==> src/rtl/dmem_pkg.sv <==
// Shared definitions for the data-memory port arbiter.
//   state_e  : access sequencer states IDLE/ISSUE/WAIT/RESP
//   PORT_CPU : requester id of the CPU MEM stage (port 0)
//   PORT_LDR : requester id of the loader/debug master (port 1)
//   LAT_W    : width of the memory latency down-counter (MEM_LAT up to 7)
package dmem_pkg;

    typedef enum logic [1:0] {
        IDLE  = 2'd0,
        ISSUE = 2'd1,
        WAIT  = 2'd2,
        RESP  = 2'd3
    } state_e;

    localparam logic PORT_CPU = 1'b0;
    localparam logic PORT_LDR = 1'b1;

    localparam int unsigned LAT_W = 3;

endpackage

==> src/rtl/rr_arb2.sv <==
// Two-way round-robin pick with a single priority pointer flop.
//   clk_i   in  clock
//   rst_i   in  synchronous active-low reset (pointer -> PORT_CPU)
//   req_i   in  [1:0] request vector, bit N = port N
//   take_i  in  the current pick is accepted this cycle
//   valid_o out at least one request present
//   id_o    out winning port id
module rr_arb2
    import dmem_pkg::*;
(
    input  logic       clk_i,
    input  logic       rst_i,
    input  logic [1:0] req_i,
    input  logic       take_i,
    output logic       valid_o,
    output logic       id_o
);

    logic prio_q, prio_d;

    always_comb begin
        valid_o = |req_i;
        if (&req_i) begin
            id_o = prio_q;
        end else begin
            id_o = req_i[PORT_LDR] ? PORT_LDR : PORT_CPU;
        end
    end

    // Only a contested grant moves the pointer; it then favours the loser.
    always_comb begin
        prio_d = prio_q;
        if (take_i && (&req_i)) begin
            prio_d = ~id_o;
        end
    end

    always_ff @(posedge clk_i) begin
        if (!rst_i) begin
            prio_q <= PORT_CPU;
        end else begin
            prio_q <= prio_d;
        end
    end

endmodule

==> src/rtl/dmem_port_arbiter.sv <==
// Shares a single-port data memory between the CPU MEM stage (m0) and the
// loader/debug master (m1). Each access is sequenced IDLE -> ISSUE -> WAIT -> RESP
// over the memory's fixed read latency; the CPU is stalled while its access is open.
//   clk_i, rst_i             clock, synchronous active-low reset
//   mN_req_i/we_i/addr_i/    requester N: request (held until gnt), write flag,
//   mN_wdata_i               byte address and write data (stable while req high)
//   mN_gnt_o                 1-cycle accept pulse
//   mN_rvalid_o/mN_rdata_o   1-cycle completion pulse, read data (0 otherwise / on writes)
//   mem_en_o/we_o/addr_o/    1-cycle memory strobe with qualified write enable,
//   mem_wdata_o              address and write data
//   mem_rdata_i              memory read data, MEM_LAT cycles after mem_en_o
//   stall_o                  CPU stall: m0 requesting or in flight, not yet completed
//   stall_cnt_o              saturating count of stall_o cycles
module dmem_port_arbiter
    import dmem_pkg::*;
#(
    parameter int unsigned AW      = 32,
    parameter int unsigned DW      = 32,
    parameter int unsigned MEM_LAT = 1
) (
    input  logic          clk_i,
    input  logic          rst_i,
    input  logic          m0_req_i,
    input  logic          m0_we_i,
    input  logic [AW-1:0] m0_addr_i,
    input  logic [DW-1:0] m0_wdata_i,
    output logic          m0_gnt_o,
    output logic          m0_rvalid_o,
    output logic [DW-1:0] m0_rdata_o,
    input  logic          m1_req_i,
    input  logic          m1_we_i,
    input  logic [AW-1:0] m1_addr_i,
    input  logic [DW-1:0] m1_wdata_i,
    output logic          m1_gnt_o,
    output logic          m1_rvalid_o,
    output logic [DW-1:0] m1_rdata_o,
    output logic          mem_en_o,
    output logic          mem_we_o,
    output logic [AW-1:0] mem_addr_o,
    output logic [DW-1:0] mem_wdata_o,
    input  logic [DW-1:0] mem_rdata_i,
    output logic          stall_o,
    output logic [31:0]   stall_cnt_o
);

    state_e          state_q, state_d;
    logic            id_q, id_d;
    logic            we_q, we_d;
    logic [AW-1:0]   addr_q, addr_d;
    logic [DW-1:0]   wdata_q, wdata_d;
    logic [LAT_W-1:0] cnt_q, cnt_d;
    logic [31:0]     stall_cnt_q, stall_cnt_d;

    logic arb_valid, arb_id, pick;
    logic issue, resp, rd_ok;

    rr_arb2 u_arb (
        .clk_i   (clk_i),
        .rst_i   (rst_i),
        .req_i   ({m1_req_i, m0_req_i}),
        .take_i  (pick),
        .valid_o (arb_valid),
        .id_o    (arb_id)
    );

    // RESP also arbitrates so a waiting requester is issued right after the
    // previous completion, keeping back-to-back accesses MEM_LAT+2 apart.
    assign pick = ((state_q == IDLE) || (state_q == RESP)) && arb_valid;

    always_comb begin
        state_d = state_q;
        id_d    = id_q;
        we_d    = we_q;
        addr_d  = addr_q;
        wdata_d = wdata_q;
        cnt_d   = cnt_q;
        unique case (state_q)
            IDLE, RESP: begin
                if (pick) begin
                    state_d = ISSUE;
                    id_d    = arb_id;
                    we_d    = (arb_id == PORT_LDR) ? m1_we_i    : m0_we_i;
                    addr_d  = (arb_id == PORT_LDR) ? m1_addr_i  : m0_addr_i;
                    wdata_d = (arb_id == PORT_LDR) ? m1_wdata_i : m0_wdata_i;
                end else begin
                    state_d = IDLE;
                end
            end
            ISSUE: begin
                cnt_d   = LAT_W'(MEM_LAT - 1);
                state_d = WAIT;
            end
            WAIT: begin
                if (cnt_q == '0) begin
                    state_d = RESP;
                end else begin
                    cnt_d = cnt_q - 1'b1;
                end
            end
            default: state_d = IDLE;
        endcase
    end

    assign issue = (state_q == ISSUE);
    assign resp  = (state_q == RESP);
    assign rd_ok = resp && !we_q;

    assign m0_gnt_o    = issue && (id_q == PORT_CPU);
    assign m1_gnt_o    = issue && (id_q == PORT_LDR);
    assign m0_rvalid_o = resp && (id_q == PORT_CPU);
    assign m1_rvalid_o = resp && (id_q == PORT_LDR);
    assign m0_rdata_o  = (rd_ok && (id_q == PORT_CPU)) ? mem_rdata_i : '0;
    assign m1_rdata_o  = (rd_ok && (id_q == PORT_LDR)) ? mem_rdata_i : '0;

    assign mem_en_o    = issue;
    assign mem_we_o    = issue && we_q;
    assign mem_addr_o  = issue ? addr_q  : '0;
    assign mem_wdata_o = issue ? wdata_q : '0;

    // Held low during reset so every output reads 0 while rst_i is asserted.
    assign stall_o = rst_i && !m0_rvalid_o &&
                     (m0_req_i || ((state_q != IDLE) && (id_q == PORT_CPU)));

    always_comb begin
        stall_cnt_d = stall_cnt_q;
        if (stall_o && (stall_cnt_q != '1)) begin
            stall_cnt_d = stall_cnt_q + 32'd1;
        end
    end

    assign stall_cnt_o = stall_cnt_q;

    always_ff @(posedge clk_i) begin
        if (!rst_i) begin
            state_q     <= IDLE;
            id_q        <= PORT_CPU;
            we_q        <= 1'b0;
            addr_q      <= '0;
            wdata_q     <= '0;
            cnt_q       <= '0;
            stall_cnt_q <= '0;
        end else begin
            state_q     <= state_d;
            id_q        <= id_d;
            we_q        <= we_d;
            addr_q      <= addr_d;
            wdata_q     <= wdata_d;
            cnt_q       <= cnt_d;
            stall_cnt_q <= stall_cnt_d;
        end
    end

endmodule

==> config.mk <==
export PLATFORM = sky130hd
export DESIGN_NAME = dmem_port_arbiter
export DESIGN_NICKNAME = d
export VERILOG_FILES = /design/src/rtl/dmem_pkg.sv /design/src/rtl/rr_arb2.sv /design/src/rtl/dmem_port_arbiter.sv
export SDC_FILE = /design/constraint.sdc
export NUM_CORES = 1
export LEC_CHECK = 0
export CORE_MARGIN = 10
export CORE_UTILIZATION = 25
export CTS_BUF_LIST = sky130_fd_sc_hd__clkbuf_8
export CTS_CLUSTER_SIZE = 40
export DETAILED_ROUTE_END_ITERATION = 10
export HOLD_SLACK_MARGIN = 0.15
export PLACE_DENSITY_LB_ADDON = 0.25
export SLEW_MARGIN = 15
export SYNTH_ARGS = -nofsm -noshare
export SYNTH_HDL_FRONTEND = slang
export SYNTH_HIERARCHICAL = 1
export SYNTH_SLANG_ARGS = --single-unit
==> constraint.sdc <==
create_clock -name clk_i -period 3.93 [get_ports clk_i]
set_input_delay 0.393 -clock clk_i [delete_from_list [all_inputs] [get_ports clk_i]]
set_output_delay 0.393 -clock clk_i [all_outputs]
set_load 0.05 [all_outputs]
## Word level (Yosys, flattened, before mapping)

Index checks and enable logic that the tools add are counted.

- $add $sub $neg: 2
- Equal/unequal tests: 6
- Mux-type cells: 14
- Bitwise gates (word level): 2
- Reduce and logical (&&, ||, !) cells: 27

Operator list:

| cell | count |
|---|---|
| $mux 32 | 6 |
| $add 32x1->32 const B | 1 |
| $ne 32x32->1 const B | 1 |
| $logic_and 1x1->1 | 14 |
| $pmux 2 s3 | 1 |
| $pmux 3 s2 | 1 |
| $reduce_and 2->1 | 3 |
| $eq 2x2->1 const B | 2 |
| $mux 1 | 4 |
| $ne 2x2->1 const B | 2 |
| $reduce_bool 2->1 | 2 |
| $reduce_or 2->1 | 2 |
| $logic_not 3->1 | 1 |
| $mux 3 | 1 |
| $sub 3x1->3 const B | 1 |
| $eq 2x1->1 const B | 1 |
| $logic_not 1->1 | 2 |
| $logic_not 2->1 | 1 |
| $logic_or 1x1->1 | 2 |
| $mux 2 | 1 |
| $not 1->1 | 2 |

- Bits in registers: 104
- Input bits: 166
- Output and inout bits: 167
- Word-level logic and storage cells: 59

## Depth between registers and ports, before layout

- Depth in word-level cells: 6
- Gate-level depth with buffers: 8
- Mapped depth without buffers: 7

## Modules after synthesis

The synthesis kept the hierarchy.

Modules (own cells, without submodules):

| module | times used | cells each | area an instance (um2) | seq. area each (um2) |
|---|---|---|---|---|
| dmem_port_arbiter | 1 | 674 | 5651.7 | 2062.0 |
| rr_arb2 | 1 | 8 | 62.6 | 20.0 |

## Worst setup path after synthesis

OpenSTA, ideal clock, no wires.

- Kind: register to register
- Start point: register stall_cnt_q[0], in the netlist stall_cnt_o[0]
- End point: register stall_cnt_q[28], in the netlist stall_cnt_o[28]
- Setup time: 0.070 ns
- Arrival: 2.489 ns
- Data required time: 3.860 ns
- Setup slack: 1.371 ns
- Cell stages (with the launch flop): 8
- Path buffers: 1
- Clock period less this slack: 2.559 ns
- Cell sequence: dfxtp_1 -> ha_1 -> and3_1 -> nand4_1 -> or4_1 -> buf_2 -> or4_1 -> a21oi_1

- Longest elaborated chain between the ends: 2
- Elaborated cells between the ends (all ways): 3
- Those cells by class: add/sub: 1; eq/ne: 1; reduce/logical: 1

Ends and longest elaborated chain:

| what | line | source |
|---|---|---|
| from (decl) | dmem_port_arbiter.sv:52 | `logic [31:0] stall_cnt_q, stall_cnt_d;` |
| from (signal assigned) | dmem_port_arbiter.sv:149 | `stall_cnt_q <= stall_cnt_d;` |
| parallel branches: the longest is 2 deep, another holds $add 32x1->32 | - |  |

Parallel ways; which one is timed is not known.
A chain may end at the register's enable or synchronous reset.

## Final worst setup path

- Start point: register state_q[1]
- End point: output mem_wdata_o[8]

- Longest elaborated chain between the ends: 2

Ends and longest elaborated chain:

| what | line | source |
|---|---|---|
| from (decl) | dmem_port_arbiter.sv:46 | `state_e state_q, state_d;` |
| from (signal assigned) | dmem_port_arbiter.sv:143 | `state_q <= state_d;` |
| $eq 2x1->1 | dmem_port_arbiter.sv:104 | `assign issue = (state_q == ISSUE);` |
| $mux 32 | dmem_port_arbiter.sv:118 | `assign mem_wdata_o = issue ? wdata_q : '0;` |
| to (decl) | dmem_port_arbiter.sv:40 | `output logic [DW-1:0] mem_wdata_o,` |

No other way between the ends.

==> impl_metrics.csv <==
group,metric,value,unit
cells_and_area,fin_cells,1274,
sta,final-hold-violation-count,0,
placed_design,placedCellCount,1257,
synthesis,synthFlopType,"dfxtp_1",
synthesis,synth_edf_count,0,
sta,worst_pin_slew,1120,ps
power_and_ir_drop,power.total,4340,µW
placed_design,io_buffers,332,
critical_path,critPathTopFamily,"buffers and inverters",
drt,drc,0,
clocking,clock-sinks,104,
power_and_ir_drop,power.share.sequential,33.8,%
power_and_ir_drop,pwr-share-comb,50.1,%
power_and_ir_drop,clock_power_share,16.1,%
clocking,cts-hold-fix-buffers,0,
critical_path,crit_slowest_cell,"clkdlybuf4s50_1",
clocking,clock_path_buffers,2,
placed_design,globalplace.congestion,0.808,
cells_and_area,area_growth_syn_to_layout,66.3,%
global_routing,antenna_found_initial,1,
clocking,cts.htree.levels,3,
sta,min_period_over_period,77.9,%
drt,routedWlPerCell,17.3,µm
floorplan,die_y,171,µm
critical_path,startpoint_type,"flip-flop",
sta,finalSetupTns,0,ps
synthesis,async_flop_share,0,%
synthesis,syn_inst,682,
synthesis,synth_top_area_share,36.4,%
cells_and_area,drive_gt1_share,3.74,%
power_and_ir_drop,powerDensity,456,nW/µm²
drt,routed_via_density,4.61,
sta,fin_worst_skew,22.3,ps
sta,slew_headroom,25.0,%
drt,ant_nets,0,
synthesis,synth.most_common_cell,"and2_1",
floorplan,die_area,29300,µm²
placed_design,dp_slack,868,ps
critical_path,crit_arrival,2670,ps
power_and_ir_drop,swShare,43.6,%
clocking,ctsResizeCount,0,
drt,dr.pass1.iters,4,
critical_path,crit_fanout,61,
synthesis,synth_common_cells,"132 x and2_1, 104 x dfxtp_1, 85 x nor2_1",
synthesis,synth_seq_cells,104,
worst_hold_path,hold_path.class,"flip-flop to flip-flop",
sta,fmax,327,MHz
clocking,cts_tree,"yes",
critical_path,crit_chain,"inv_1, ha_2, buf_4, and2_1, clkdlybuf4s50_1",
power_and_ir_drop,p_leak,0.00345,µW
floorplan,std_cell_rows,55,
synthesis,syn-mean-instance-area,8.38,µm²
critical_path,cpPeakStageDelay,870,ps
clocking,clk_pin_slew,90,ps
floorplan,ios,333,
global_routing,gr-usage-all-layers,13.9,%
floorplan,die_w,171,µm
critical_path,worstPathRequired,3540,ps
clocking,clockRootBuffer,"clkbuf_8",
synthesis,yosysWarnings,6,
synthesis,synth.distinct_cells,41,
power_and_ir_drop,p_int,2440,µW
outcome,status,"finished, final reports clean",
power_and_ir_drop,power_switching,1890,µW
synthesis,synth_area_leaders,"dfxtp_1 36%, and2_1 14%, mux2i_1 13%, a211oi_1 9.1%, nor2_1 5.6%",
floorplan,start_util,25.3,%
clocking,clkLatencyLatePin,390,ps
synthesis,synth_fp_nets,855,
job,cap_viol_max_count,0,
global_routing,grt_pass1_wl,32100,µm
synthesis,synth_area,5710,µm²
critical_path,critPathBufInv,3,
critical_path,end_kind,"output port",
global_routing,grt_overflow,0,
sta,rsz0062_at_grt,"false",
global_routing,grt_pass1_vias,5651,
synthesis,yosys.area.top_type,"dfxtp_1",
drt,routed_wl,22000,µm
cells_and_area,nets,1156,
critical_path,path_class,"flip-flop to output port",
cells_and_area,nFillCells,2276,
sta,min_period,3060,ps
drt,vias,5877,
clocking,cts.repair_timing.setup_buffer_count,0,
sta,slew_violations,0,
power_and_ir_drop,vdd_drop_max,0.305,mV
drt,drt_iter0_drc,297,
cells_and_area,utilization,42.1,%
global_routing,grt_max_degree,106,
sta,setup_viol,0,
clocking,numCtsBuffers,9,
sta,fin_ws,868,ps
placed_design,dpl.hpwl,17300,µm
floorplan,core,22600,µm²
synthesis,seq_area_frac_synth,36.4,%
## cell families (layout without fill, tap and decap cells)
| group | count (synthesis) | after routing | share of synthesized area (%) |
|---|---|---|---|
| DFF | 104 | 104 | 36.4 |
| xor gates and xnor gates | 5 | 5 | 0.766 |
| and+or+nand+nor | 309 | 309 | 29.7 |
| adders and majority gates | 7 | 7 | 1.53 |
| other | 0 | 1 | 0 |
| muxes | 72 | 72 | 12.6 |
| AOI/OAI and AO/OA | 122 | 122 | 14.7 |
| buffers and inverters | 63 | 369 | 4.20 |
## through the flow
step | hold WS (ps) | area [µm²]
after floorplan | 446 | 5710
after global placement | 465 | 9310
after detailed placement | 468 | 9310
after CTS | 483 | 9500
after global routing | 520 | 9500
final | 480 | 9500
## sequential cells by signal, summed over array words and instances, names as in the netlist
name	cells
state_q	2
addr_q	32
id_q	1
u_arb/prio_q	1
cnt_q	3
stall_cnt_o	32
we_q	1
wdata_q	32
## layout by cell type, fill, tap and decap left out, types with 2 or more instances in the layout
master | Yosys | layout
buf_4 | 0 | 9
a21boi_0 | 3 | 2
nor4_2 | 3 | 3
nand3_1 | 10 | 10
nand2b_1 | 6 | 6
and4_1 | 3 | 3
nand4_1 | 10 | 10
dfxtp_1 | 104 | 104
ha_1 | 7 | 6
or3_1 | 9 | 9
and2_1 | 132 | 132
nor4_1 | 3 | 3
o21ai_0 | 10 | 10
a211oi_1 | 69 | 69
nand2_1 | 26 | 26
nor2b_1 | 3 | 2
xnor2_1 | 4 | 4
clkinvlp_4 | 0 | 2
o31ai_1 | 8 | 8
inv_1 | 10 | 11
a21oi_1 | 22 | 22
clkdlybuf4s50_1 | 0 | 332
o211ai_1 | 3 | 3
or4_1 | 9 | 9
nor3_1 | 2 | 2
nor2_1 | 85 | 85
clkbuf_8 | 0 | 9
mux2i_1 | 72 | 72
and3_1 | 4 | 4
## final cells by class
cell class	instances	area [µm²]	share of cell area [%]
Timing Repair Buffer	342	3410	35.9
Clock inverter	7	72.6	0.764
Multi-Input combinational cell	515	3410	35.9
Clock buffer	9	124	1.30
Antenna cell	1	2.50	0.0263
Inverter	11	42.5	0.448
Sequential cell	104	2080	21.9
Tap cell	285	357	3.75
## per-layer routing
layer,track usage [%],up-vias,wire length (µm)
met1,15.3,2644,8880
li1,-,3001,-
met4,4.54,0,358
met2,24.8,213,10800
met3,4.29,19,1930
met5,0,-,0
## worst paths after layout
path,from,cells past startpoint,to,slack [ps]
max,state_q[1]$_SDFFE_PN0P_,5,mem_wdata_o[8],870
min,u_arb/prio_q$_SDFFE_PN0P_,2,u_arb/prio_q$_SDFFE_PN0P_,480
max reg2reg,state_q[0]$_SDFFE_PN0P_,7,stall_cnt_o[23]$_SDFFE_PN0P_,1250
min reg2reg,u_arb/prio_q$_SDFFE_PN0P_,2,u_arb/prio_q$_SDFFE_PN0P_,480
## power by group through the flow
stage / Clock (µW) / Combinational [µW] / Sequential [µW]
2_1_floorplan: 0 / 1440 / 1490
4_1_cts: 727 / 2210 / 1470
3_3_place_gp: 0 / 2190 / 1480
3_5_place_dp: 0 / 2210 / 1490
5_1_grt: 766 / 2360 / 1510
6_report: 697 / 2170 / 1470
## worst register-to-register path, stage by stage, from the launching register on
cell	delay, ps
dfxtp_1	400
inv_1	80
ha_1	190
o21bai_1	230
nor4b_2	520
nand3_1	440
or4_1	610
a21oi_1	150
(Power assumes the default switching activity.)
